[src/rtl/rat_pkg.sv]
`default_nettype none
// ============================================================================
//  Module      : rat_pkg
//  Description : Shared types and constants for the RAT MCU fetch path.
//  Revision    : 1.0 - initial release
// ============================================================================
package rat_pkg;

    // Program address width of the 1024x18 program ROM
    localparam int PROG_ADDR_W = 10;

    // PC after reset and interrupt service entry address
    localparam logic [PROG_ADDR_W-1:0] RESET_VEC = 10'h000;
    localparam logic [PROG_ADDR_W-1:0] INTR_VEC  = 10'h3FF;

    // Next-PC command issued by decoder/control once per executed instruction
    typedef enum logic [2:0] {
        INC  = 3'd0,
        JMP  = 3'd1,
        CALL = 3'd2,
        RET  = 3'd3,
        RETI = 3'd4,
        HALT = 3'd5,
        SEI  = 3'd6,
        CLI  = 3'd7
    } fetch_cmd_t;

    // Two-phase fetch/execute rhythm
    typedef enum logic {
        FETCH = 1'b0,
        EXEC  = 1'b1
    } fetch_state_t;

endpackage : rat_pkg
`default_nettype wire

[src/rtl/rat_fetch_unit_ret_stack.sv]
`default_nettype none
// ============================================================================
//  Module      : ret_stack
//  Description : Register-based LIFO for return addresses. Push when full and
//                pop when empty are silently ignored; the caller flags errors.
//                Top-of-stack is read combinationally.
//  Revision    : 1.0 - initial release
// ============================================================================
module ret_stack #(
    parameter int WIDTH = 10,
    parameter int DEPTH = 16
) (
    input  logic                       clk,
    input  logic                       rst_n,
    input  logic                       i_push,
    input  logic                       i_pop,
    input  logic [WIDTH-1:0]           i_data,
    output logic [WIDTH-1:0]           o_top,
    output logic [$clog2(DEPTH):0]     o_count,
    output logic                       o_full,
    output logic                       o_empty
);

    localparam int PTR_W = $clog2(DEPTH);

    logic [WIDTH-1:0] r_mem [DEPTH];
    logic [PTR_W:0]   r_count;
    logic             w_full;
    logic             w_empty;
    logic             w_do_push;
    logic             w_do_pop;
    logic [PTR_W-1:0] w_wr_idx;
    logic [PTR_W-1:0] w_top_idx;

    assign w_full    = (r_count == (PTR_W+1)'(DEPTH));
    assign w_empty   = (r_count == '0);
    // Push has priority; the fetch unit never requests both in one cycle
    assign w_do_push = i_push & ~w_full;
    assign w_do_pop  = i_pop & ~i_push & ~w_empty;
    // DEPTH is a power of two, so the low pointer bits index storage directly
    assign w_wr_idx  = r_count[PTR_W-1:0];
    assign w_top_idx = r_count[PTR_W-1:0] - PTR_W'(1);

    assign o_top     = r_mem[w_top_idx];
    assign o_count   = r_count;
    assign o_full    = w_full;
    assign o_empty   = w_empty;

    // Occupancy pointer: the only stack state cleared by reset
    always_ff @(posedge clk or negedge rst_n) begin
        if (!rst_n) begin
            r_count <= '0;
        end else if (w_do_push) begin
            r_count <= r_count + (PTR_W+1)'(1);
        end else if (w_do_pop) begin
            r_count <= r_count - (PTR_W+1)'(1);
        end
    end

    // Entry storage, deliberately left uninitialised by reset
    always_ff @(posedge clk) begin
        if (w_do_push) begin
            r_mem[w_wr_idx] <= i_data;
        end
    end

endmodule : ret_stack
`default_nettype wire

[src/rtl/rat_fetch_unit.sv]
`default_nettype none
// ============================================================================
//  Module      : rat_fetch_unit
//  Description : Program counter and fetch sequencer for the RAT MCU. Drives
//                the registered program ROM in a FETCH/EXEC rhythm, applies
//                next-PC commands, owns the return-address stack and vectors
//                interrupts.
//  Revision    : 1.0 - initial release
// ============================================================================
module rat_fetch_unit
    import rat_pkg::*;
#(
    parameter int                ADDR_W      = PROG_ADDR_W,
    parameter int                STACK_DEPTH = 16,
    parameter logic [ADDR_W-1:0] RESET_VEC   = rat_pkg::RESET_VEC,
    parameter logic [ADDR_W-1:0] INTR_VEC    = rat_pkg::INTR_VEC
) (
    input  logic                           PROG_CLK,
    input  logic                           RST_N,
    input  logic [2:0]                     CMD,
    input  logic [ADDR_W-1:0]              TARGET,
    input  logic                           INTR,
    output logic [ADDR_W-1:0]              PROG_ADDR,
    output logic                           IR_VALID,
    output logic                           INT_EN,
    output logic [$clog2(STACK_DEPTH):0]   STACK_CNT,
    output logic                           STACK_ERR
);

    fetch_state_t      r_state;
    logic [ADDR_W-1:0] r_pc;
    logic              r_ir_valid;
    logic              r_int_en;
    logic              r_intr_pending;
    logic              r_stack_err;

    fetch_cmd_t        w_cmd;
    logic              w_exec;
    logic [ADDR_W-1:0] w_pc_inc;
    logic [ADDR_W-1:0] w_cmd_pc;
    logic [ADDR_W-1:0] w_pc_nxt;
    logic              w_int_en_nxt;
    logic              w_interruptible;
    logic              w_pend_eff;
    logic              w_take;
    logic              w_push;
    logic              w_pop;
    logic [ADDR_W-1:0] w_push_data;
    logic              w_err_set;

    logic [ADDR_W-1:0]               w_stk_top;
    logic [$clog2(STACK_DEPTH):0]    w_stk_count;
    logic                            w_stk_full;
    logic                            w_stk_empty;

    assign w_cmd      = fetch_cmd_t'(CMD);
    assign w_exec     = (r_state == EXEC);
    assign w_pc_inc   = r_pc + ADDR_W'(1);
    // A request arriving in the closing EXEC cycle is already eligible
    assign w_pend_eff = r_intr_pending | INTR;

    // Next-PC, stack request and interrupt-take decode for the EXEC edge
    always_comb begin
        w_cmd_pc        = w_pc_inc;
        w_int_en_nxt    = r_int_en;
        w_interruptible = 1'b0;
        w_push          = 1'b0;
        w_pop           = 1'b0;
        w_push_data     = w_pc_inc;
        w_err_set       = 1'b0;
        w_take          = 1'b0;
        w_pc_nxt        = r_pc;

        case (w_cmd)
            INC: begin
                w_interruptible = 1'b1;
            end
            JMP: begin
                w_cmd_pc        = TARGET;
                w_interruptible = 1'b1;
            end
            CALL: begin
                w_push      = 1'b1;
                w_push_data = w_pc_inc;
                w_cmd_pc    = TARGET;
            end
            RET, RETI: begin
                // Underflow falls through to PC+1
                if (w_stk_empty) begin
                    w_err_set = 1'b1;
                end else begin
                    w_pop    = 1'b1;
                    w_cmd_pc = w_stk_top;
                end
                if (w_cmd == RETI) begin
                    w_int_en_nxt = 1'b1;
                end
            end
            HALT: begin
                w_cmd_pc        = r_pc;
                w_interruptible = 1'b1;
            end
            SEI: begin
                w_int_en_nxt    = 1'b1;
                w_interruptible = 1'b1;
            end
            CLI: begin
                w_int_en_nxt    = 1'b0;
                w_interruptible = 1'b1;
            end
        endcase

        // Stack-using commands defer the interrupt: one stack op per edge
        w_take = w_interruptible & w_pend_eff & r_int_en;
        if (w_take) begin
            w_push       = 1'b1;
            w_push_data  = w_cmd_pc;
            w_pc_nxt     = INTR_VEC;
            w_int_en_nxt = 1'b0;
        end else begin
            w_pc_nxt     = w_cmd_pc;
        end

        if (w_push && w_stk_full) begin
            w_err_set = 1'b1;
        end

        // Nothing leaves this block outside EXEC
        if (!w_exec) begin
            w_push    = 1'b0;
            w_pop     = 1'b0;
            w_err_set = 1'b0;
            w_take    = 1'b0;
        end
    end

    // Sequencer FSM with PC, interrupt and error state as registered outputs
    always_ff @(posedge PROG_CLK or negedge RST_N) begin
        if (!RST_N) begin
            r_state        <= FETCH;
            r_ir_valid     <= 1'b0;
            r_pc           <= RESET_VEC;
            r_int_en       <= 1'b0;
            r_intr_pending <= 1'b0;
            r_stack_err    <= 1'b0;
        end else begin
            case (r_state)
                FETCH: begin
                    r_state    <= EXEC;
                    r_ir_valid <= 1'b1;
                end
                EXEC: begin
                    r_state    <= FETCH;
                    r_ir_valid <= 1'b0;
                    r_pc       <= w_pc_nxt;
                    r_int_en   <= w_int_en_nxt;
                end
            endcase

            if (w_take) begin
                r_intr_pending <= 1'b0;
            end else begin
                r_intr_pending <= w_pend_eff;
            end

            if (w_err_set) begin
                r_stack_err <= 1'b1;
            end
        end
    end

    ret_stack #(
        .WIDTH (ADDR_W),
        .DEPTH (STACK_DEPTH)
    ) u_ret_stack (
        .clk     (PROG_CLK),
        .rst_n   (RST_N),
        .i_push  (w_push),
        .i_pop   (w_pop),
        .i_data  (w_push_data),
        .o_top   (w_stk_top),
        .o_count (w_stk_count),
        .o_full  (w_stk_full),
        .o_empty (w_stk_empty)
    );

    assign PROG_ADDR = r_pc;
    assign IR_VALID  = r_ir_valid;
    assign INT_EN    = r_int_en;
    assign STACK_CNT = w_stk_count;
    assign STACK_ERR = r_stack_err;

endmodule : rat_fetch_unit
`default_nettype wire

[config.mk]
export PLATFORM = sky130hd
export DESIGN_NAME = rat_fetch_unit
export DESIGN_NICKNAME = d
export VERILOG_FILES = /design/src/rtl/rat_pkg.sv /design/src/rtl/rat_fetch_unit_ret_stack.sv /design/src/rtl/rat_fetch_unit.sv
export SDC_FILE = /design/constraint.sdc
export NUM_CORES = 1
export LEC_CHECK = 0
export CORE_MARGIN = 3
export CORE_UTILIZATION = 60
export CTS_BUF_LIST = sky130_fd_sc_hd__clkbuf_8
export CTS_CLUSTER_SIZE = 20
export DETAILED_ROUTE_END_ITERATION = 10
export GPL_TIMING_DRIVEN = 0
export PLACE_DENSITY = 0.79
export SLEW_MARGIN = 25
export SYNTH_ARGS = -nofsm -noshare
export SYNTH_HDL_FRONTEND = slang
export SYNTH_SLANG_ARGS = --single-unit
[constraint.sdc]
create_clock -name PROG_CLK -period 5.3 [get_ports PROG_CLK]
set_input_delay 0.53 -clock PROG_CLK [delete_from_list [all_inputs] [get_ports PROG_CLK]]
set_output_delay 0.53 -clock PROG_CLK [all_outputs]
set_load 0.02 [all_outputs]
==> summary.txt <==
Logic synthesis
  • Post-synthesis register bit count: 179
  • Syn Area/Cell: 16.3 um2
  • Async S/R FF share, synth: 10.6%
  • Xor and xnor fraction of the mapped netlist area: 1.42%
  • Synthesized net count: 520
  • Ys flop type: edfxtp_1
  • Number of flops mapped to enable cells by yosys: 160
  • Post-synthesis compound-gate area fraction: 7.48%
  • Sequential-to-total area share from yosys stat: 65.7%
  • Cell taking the most area after synthesis: edfxtp_1
  • Synth Area in Adders: 1.65%
  • Post-Synth Simple-Gate Area: 6.58%
  • Synth Cell Area: 8040 um2
  • Synth top area share: 59.7%
  • Multiplexer area fraction after synthesis: 15.1%
  • Main combinational cell family by area after synthesis: multiplexers
  • Count of cell types in the netlist: 62
  • Synth warn: 0
  • Synth area leaders: edfxtp_1, mux4_2, dfrtp_1
  • Cell count after synthesis: 494

Floorplanning
  • Die Y-Extent: 122 um
  • Std-Cell Rows: 41
  • Core box area: 12900 um2
  • Starting utilization of the core area: 62.5%
  • Die width: 122 um
  • Full die area: 14800 um2
  • Boundary Pins: 34

Worst hold path
  • HP Class: in2async

GRT
  • Largest net degree at the start of global routing: 20
  • Global-route wire length before repair: 27100 um
  • Overflow after GRT: 0
  • Vias in the first global route: 4781
  • Initial antenna violation count: 0
  • Gr usage total: 25.0%

Timing
  • Worst slew margin relative to its limit: 34.3%
  • Post-layout minimum cycle time: 4.57 ns
  • Final worst-path cycle share: 86.2%
  • RSZ-0062 raised after global routing: no
  • Total negative setup slack: 0 ns
  • FMAX: 219 MHz
  • Max-slew violations: 0
  • Slew @ Worst Pin: 0.986 ns
  • Setup Skew: 0.0179 ns
  • Final hold slack: 0.0154 ns
  • Final setup fails: 0
  • Count of final hold-check violations: 0

Route
  • Via count: 4736
  • DRC viols: 0
  • Antenna violation net count after detailed routing: 0
  • First DRT Iteration DRCs: 564
  • Vias/cell: 6.47
  • Routed len/inst: 23.6 um
  • Total Wirelength: 17200 um
  • First-pass DRT Iterations: 5

Final layout
  • Fillcell total: 825
  • Final net count: 573
  • Share of cells above drive strength 1: 19.6%
  • N_diodes: 0
  • Commonest non-fill, non-tap cell in the layout: edfxtp_1
  • Finished Layout Cells: 732
  • Syn-to-layout area delta: 12.3%
  • Core Util, Final: 70.1%
  • Most frequent cells in the layout: edfxtp_1, mux4_2, clkdlybuf4s50_1

Place
  • Routability cong.: 0.927
  • Post-DP HPWL: 11900 um
  • DP Cell Count: 700
  • PortBufs: 33

Setup path
  • Endpoint class of the critical path: flip-flop
  • Max FO, Critical Path: 16
  • Worst EP required: 5.39 ns
  • CP startpoint kind: flip-flop
  • R2R cell count: 10
  • Critical path type: reg2reg
  • CP arrival: 4.66 ns

Clocking
  • CTS buffer count: 17
  • TritonCTS clock tree: done
  • Clk root buf: clkbuf_8
  • Post-CTS Hold Buffers: 0
  • CTS Sinks: 179
  • Post-cts sizing count: 0
  • Worst-path clk slew: 0.09 ns
  • Post-CTS Setup Bufs: 0
  • Skew-Pair Late Insertion Delay: 0.46 ns
  • CTS max path bufs: 2
  • CTS H-tree depth: 4

Status
  • Status: complete, no violations

Job
  • MaxCap Viol Count: 0

Power and ir drop
  • Pwr dens: 602 nW/um2
  • Worst vdd ir: 0.246 mV
  • Static Leak: 0.00305 uW
stage by stage:
stage | area, um2 | total power, uW | worst slack [ns]
2_1_floorplan | 8040 | 3760 | 1.60
3_5_place_dp | 8610 | 4530 | 0.464
4_1_cts | 8980 | 5410 | 0.438
5_1_grt | 9030 | 5710 | 0.522
3_3_place_gp | 8590 | 4450 | 0.554
6_report | 9030 | 5430 | 0.732
metal layers:
metal	GRT usage [%]	vias up	wire [um]
met2	39.9	229	8360
met5	0	-	0
met1	34.9	2391	7180
met4	7.91	0	359
met3	5.85	28	1340
li1	-	2088	-
sequential cells by signal (all words and copies together) (netlist names):
name                 count
INT_EN                   1
IR_VALID                 1
PROG_ADDR               10
STACK_ERR                1
r_intr_pending           1
u_ret_stack.o_count      5
u_ret_stack.r_mem      160
cell type report:
type	count	area, um2	share of cell area, %
clock buffer	17	234	2.59
inverter	12	45.0	0.499
multi-input combinational	276	2650	29.4
clock inverter	15	140	1.55
tap	172	215	2.38
buffer	27	129	1.43
timing repair buffer	34	333	3.69
sequential	179	5280	58.5
power by group:
part           switching (uW)  internal (uW)
registers                 113           1910
clock network             471            414
logic                    1450           1080
path summary, 6_finish.rpt:
check / slack (ns) / start / to
max: 0.73 / u_ret_stack.o_count[0] / u_ret_stack.r_mem[11][6]
min: 0.02 / RST_N / r_intr_pending
max reg2reg: 0.73 / u_ret_stack.o_count[0] / u_ret_stack.r_mem[11][6]
min reg2reg: 0.54 / STACK_ERR / STACK_ERR
max in group asynchronous: 4.95 / RST_N / PROG_ADDR[0]
min in group PROG_CLK: 0.54 / STACK_ERR / STACK_ERR
cell usage after synthesis (6+ instances only):
| library cell | instances |
|---|---|
| nand2_1 | 18 |
| inv_1 | 10 |
| o2111ai_1 | 7 |
| mux2_2 | 6 |
| mux2i_1 | 31 |
| and2_1 | 8 |
| nor2_1 | 25 |
| o22ai_1 | 6 |
| o21ai_0 | 12 |
| ha_1 | 9 |
| buf_2 | 10 |
| xnor2_1 | 8 |
| a21oi_1 | 10 |
| nor3_1 | 7 |
| mux4_2 | 37 |
| edfxtp_1 | 160 |
| clkbuf_1 | 11 |
| dfrtp_1 | 19 |
| nand3_1 | 8 |
| o211ai_1 | 6 |
cell families (layout without fill, tap and decap cells):
kind of cell / Yosys count / in the layout
adders and majority gates: 10 / 10
xor gates and xnor gates: 13 / 13
AOI/OAI and AO/OA: 80 / 80
buffers and inverters: 39 / 105
and+or+nand+nor: 99 / 99
DFF: 179 / 179
muxes: 74 / 74
critical path: stages (launching register included):
cell and delay (ns):
dfrtp_1 0.45, buf_2 0.21, inv_2 0.25, buf_1 0.78, ha_1 0.33, xor2_1 0.39
buf_4 0.33, mux4_2 0.52, mux2_2 0.32, a22oi_1 0.27, a31oi_2 0.34
No activity file was read; power rests on OpenSTA's default activity.
==> variant: new RTL, config.mk and constraints unchanged <==
Compare `r_count` against `(PTR_W+1)'(DEPTH)` with >= in place of ==.
--- a/src/rtl/rat_fetch_unit_ret_stack.sv
+++ b/src/rtl/rat_fetch_unit_ret_stack.sv
@@ -32,7 +32,7 @@
     logic [PTR_W-1:0] w_wr_idx;
     logic [PTR_W-1:0] w_top_idx;
 
-    assign w_full    = (r_count == (PTR_W+1)'(DEPTH));
+    assign w_full    = (r_count >= (PTR_W+1)'(DEPTH));
     assign w_empty   = (r_count == '0);
     // Push has priority; the fetch unit never requests both in one cycle
     assign w_do_push = i_push & ~w_full;
Check against the original RTL: no difference found for any inputs over 10 cycles, from zero or initial values and one cycle with RST_N low; that may be too few to reach the edited logic, so the function may still have changed.
==> variant against the unedited design <==
  * Routed wire length down 1.9%
  * Synthesized area shrank 2.2%
  * Non-clock buffer count fell by 1
  * Synthesized cell count decreased by 4.0%
  * Sequential cell count unchanged
  * First-iteration DRC count is 37% lower
  * Total power decreased by 6.7%
  * Cell count down 2.9%
  * Worst setup slack gained 0.60 ns
  * Cell area down 1.4%
  * Global-route usage increased by 0.14 points
  * Sequential share of layout area increased by 0.81 points
  * Combinational power fell by 14%
  * Critical path type unchanged
  * Largest cell class unchanged
==> variant: results (changes against the unedited design) <==
CP arrival: 4.12 ns (-0.54 ns)
DR iter-0 viols: 354 (-37%)
GP Congestion: 0.901 (-2.8%)
Min-delay worst type: reg2reg
Mux cell area share after synthesis: 14.6% (-0.47 points)
DR vias/cell: 6.40 (-1.2%)
Via count: 4547 (-4.0%)
Compound-Gate Fraction of Synth Area: 7.00% (-0.48 points)
Final Skew: 0.0101 ns (-0.00784 ns)
Syn Area/Cell: 16.6 sq um (+1.9%)
IO Port Bufs: 32 (-3.0%)
RR Endpoint: u_ret_stack.r_mem[8][5]
Nets: 555 (-3.1%)
All-Layer GR Usage: 25.2% (+0.14 points)
Vias in the first global route: 4711 (-1.5%)
Status: finished clean
Fill count: 858 (+4.0%)
Yosys cell types: 57 (-8.1%)
Post-route cell area: 0.00891 sq mm (-1.4%)
Crit-path slowest cell: xor2_2
Share of cells above drive strength 1: 22.4% (+2.8 points)
Hpwl dp: 11500 um (-3.0%)
Post-synthesis xor/xnor area fraction: 1.65% (+0.24 points)
Leak Pwr: 2.93 nW (-3.9%)
Critical Path Max Stage Delay: 0.65 ns (-0.13 ns)
Comb pwr: 2.16 mW (-14%)
Seq/Total Area, Yosys: 67.1% (+1.5 points)
Syn Nets: 499 (-4.0%)
Combinational group share of total power: 42.7% (-3.8 points)
VDD IR-drop max: 216 uV (-12%)
First-pass GRT wire length: 26900 um (-0.92%)
Fin Hold WS: 0.481 ns (+0.466 ns)
Post-synth top cells: edfxtp_1, mux4_2, nor2_1
Worst Max-Slew Pin Slew: 1.09 ns (+0.106 ns)
Worst slack at placement: 0.989 ns (+0.525 ns)
Adder-cell share of the synthesized area: 1.53% (-0.12 points)
Area of placed instances: 0.00847 sq mm (-1.6%)
-- variant: cell types whose count changed after synthesis, moves of 4 or more --
cell,change
a2bb2oi_1,-4
and2_1,-8
mux2i_1,-12
inv_1,-5
nand2_1,+13
xnor2_1,-4
o211ai_1,-5
a21oi_1,+12
xor2_1,+4
nor2_1,+7
o2111ai_1,-7
-- variant: metal layers --
metal | global-route usage [%] | routed length [um]
met1 | 34.1 | 6960
met2 | 40.7 | 8370
met3 | 5.75 | 1240
met4 | 9.14 | 339
met5 | 0 | 0
-- variant: how the worst max path moves through the flow --
| stage | to | depth (start not counted) | slack [ns] |
|---|---|---|---|
| 2_1_floorplan | u_ret_stack.r_mem[0][0] | 7 | 1.99 |
| 3_3_place_gp | u_ret_stack.r_mem[0][1] | 7 | 0.97 |
| 6_report | u_ret_stack.r_mem[8][5] | 10 | 1.33 |
| 4_1_cts | u_ret_stack.r_mem[8][5] | 10 | 0.91 |
| 3_5_place_dp | u_ret_stack.r_mem[8][5] | 10 | 0.99 |
| 5_1_grt | u_ret_stack.r_mem[8][5] | 10 | 1.03 |
-- variant: worst register-to-register path, stage by stage (launching register included) --
cell and delay, ns:
dfrtp_1 0.50, buf_4 0.29, buf_2 0.36, inv_1 0.12, ha_1 0.32, xor2_2 0.65, buf_2 0.46, nand2_1 0.10
a21oi_1 0.18, a211oi_1 0.10, a21oi_2 0.59
-- variant: area by class of cell --
cell class	instances	area share, %
Inverter	5	0.211
Multi-Input combinational cell	267	28.6
Timing Repair Buffer	37	3.99
Tap cell	172	2.42
Sequential cell	179	59.3
Clock inverter	11	1.62
Clock buffer	17	2.63
Buffer	23	1.24
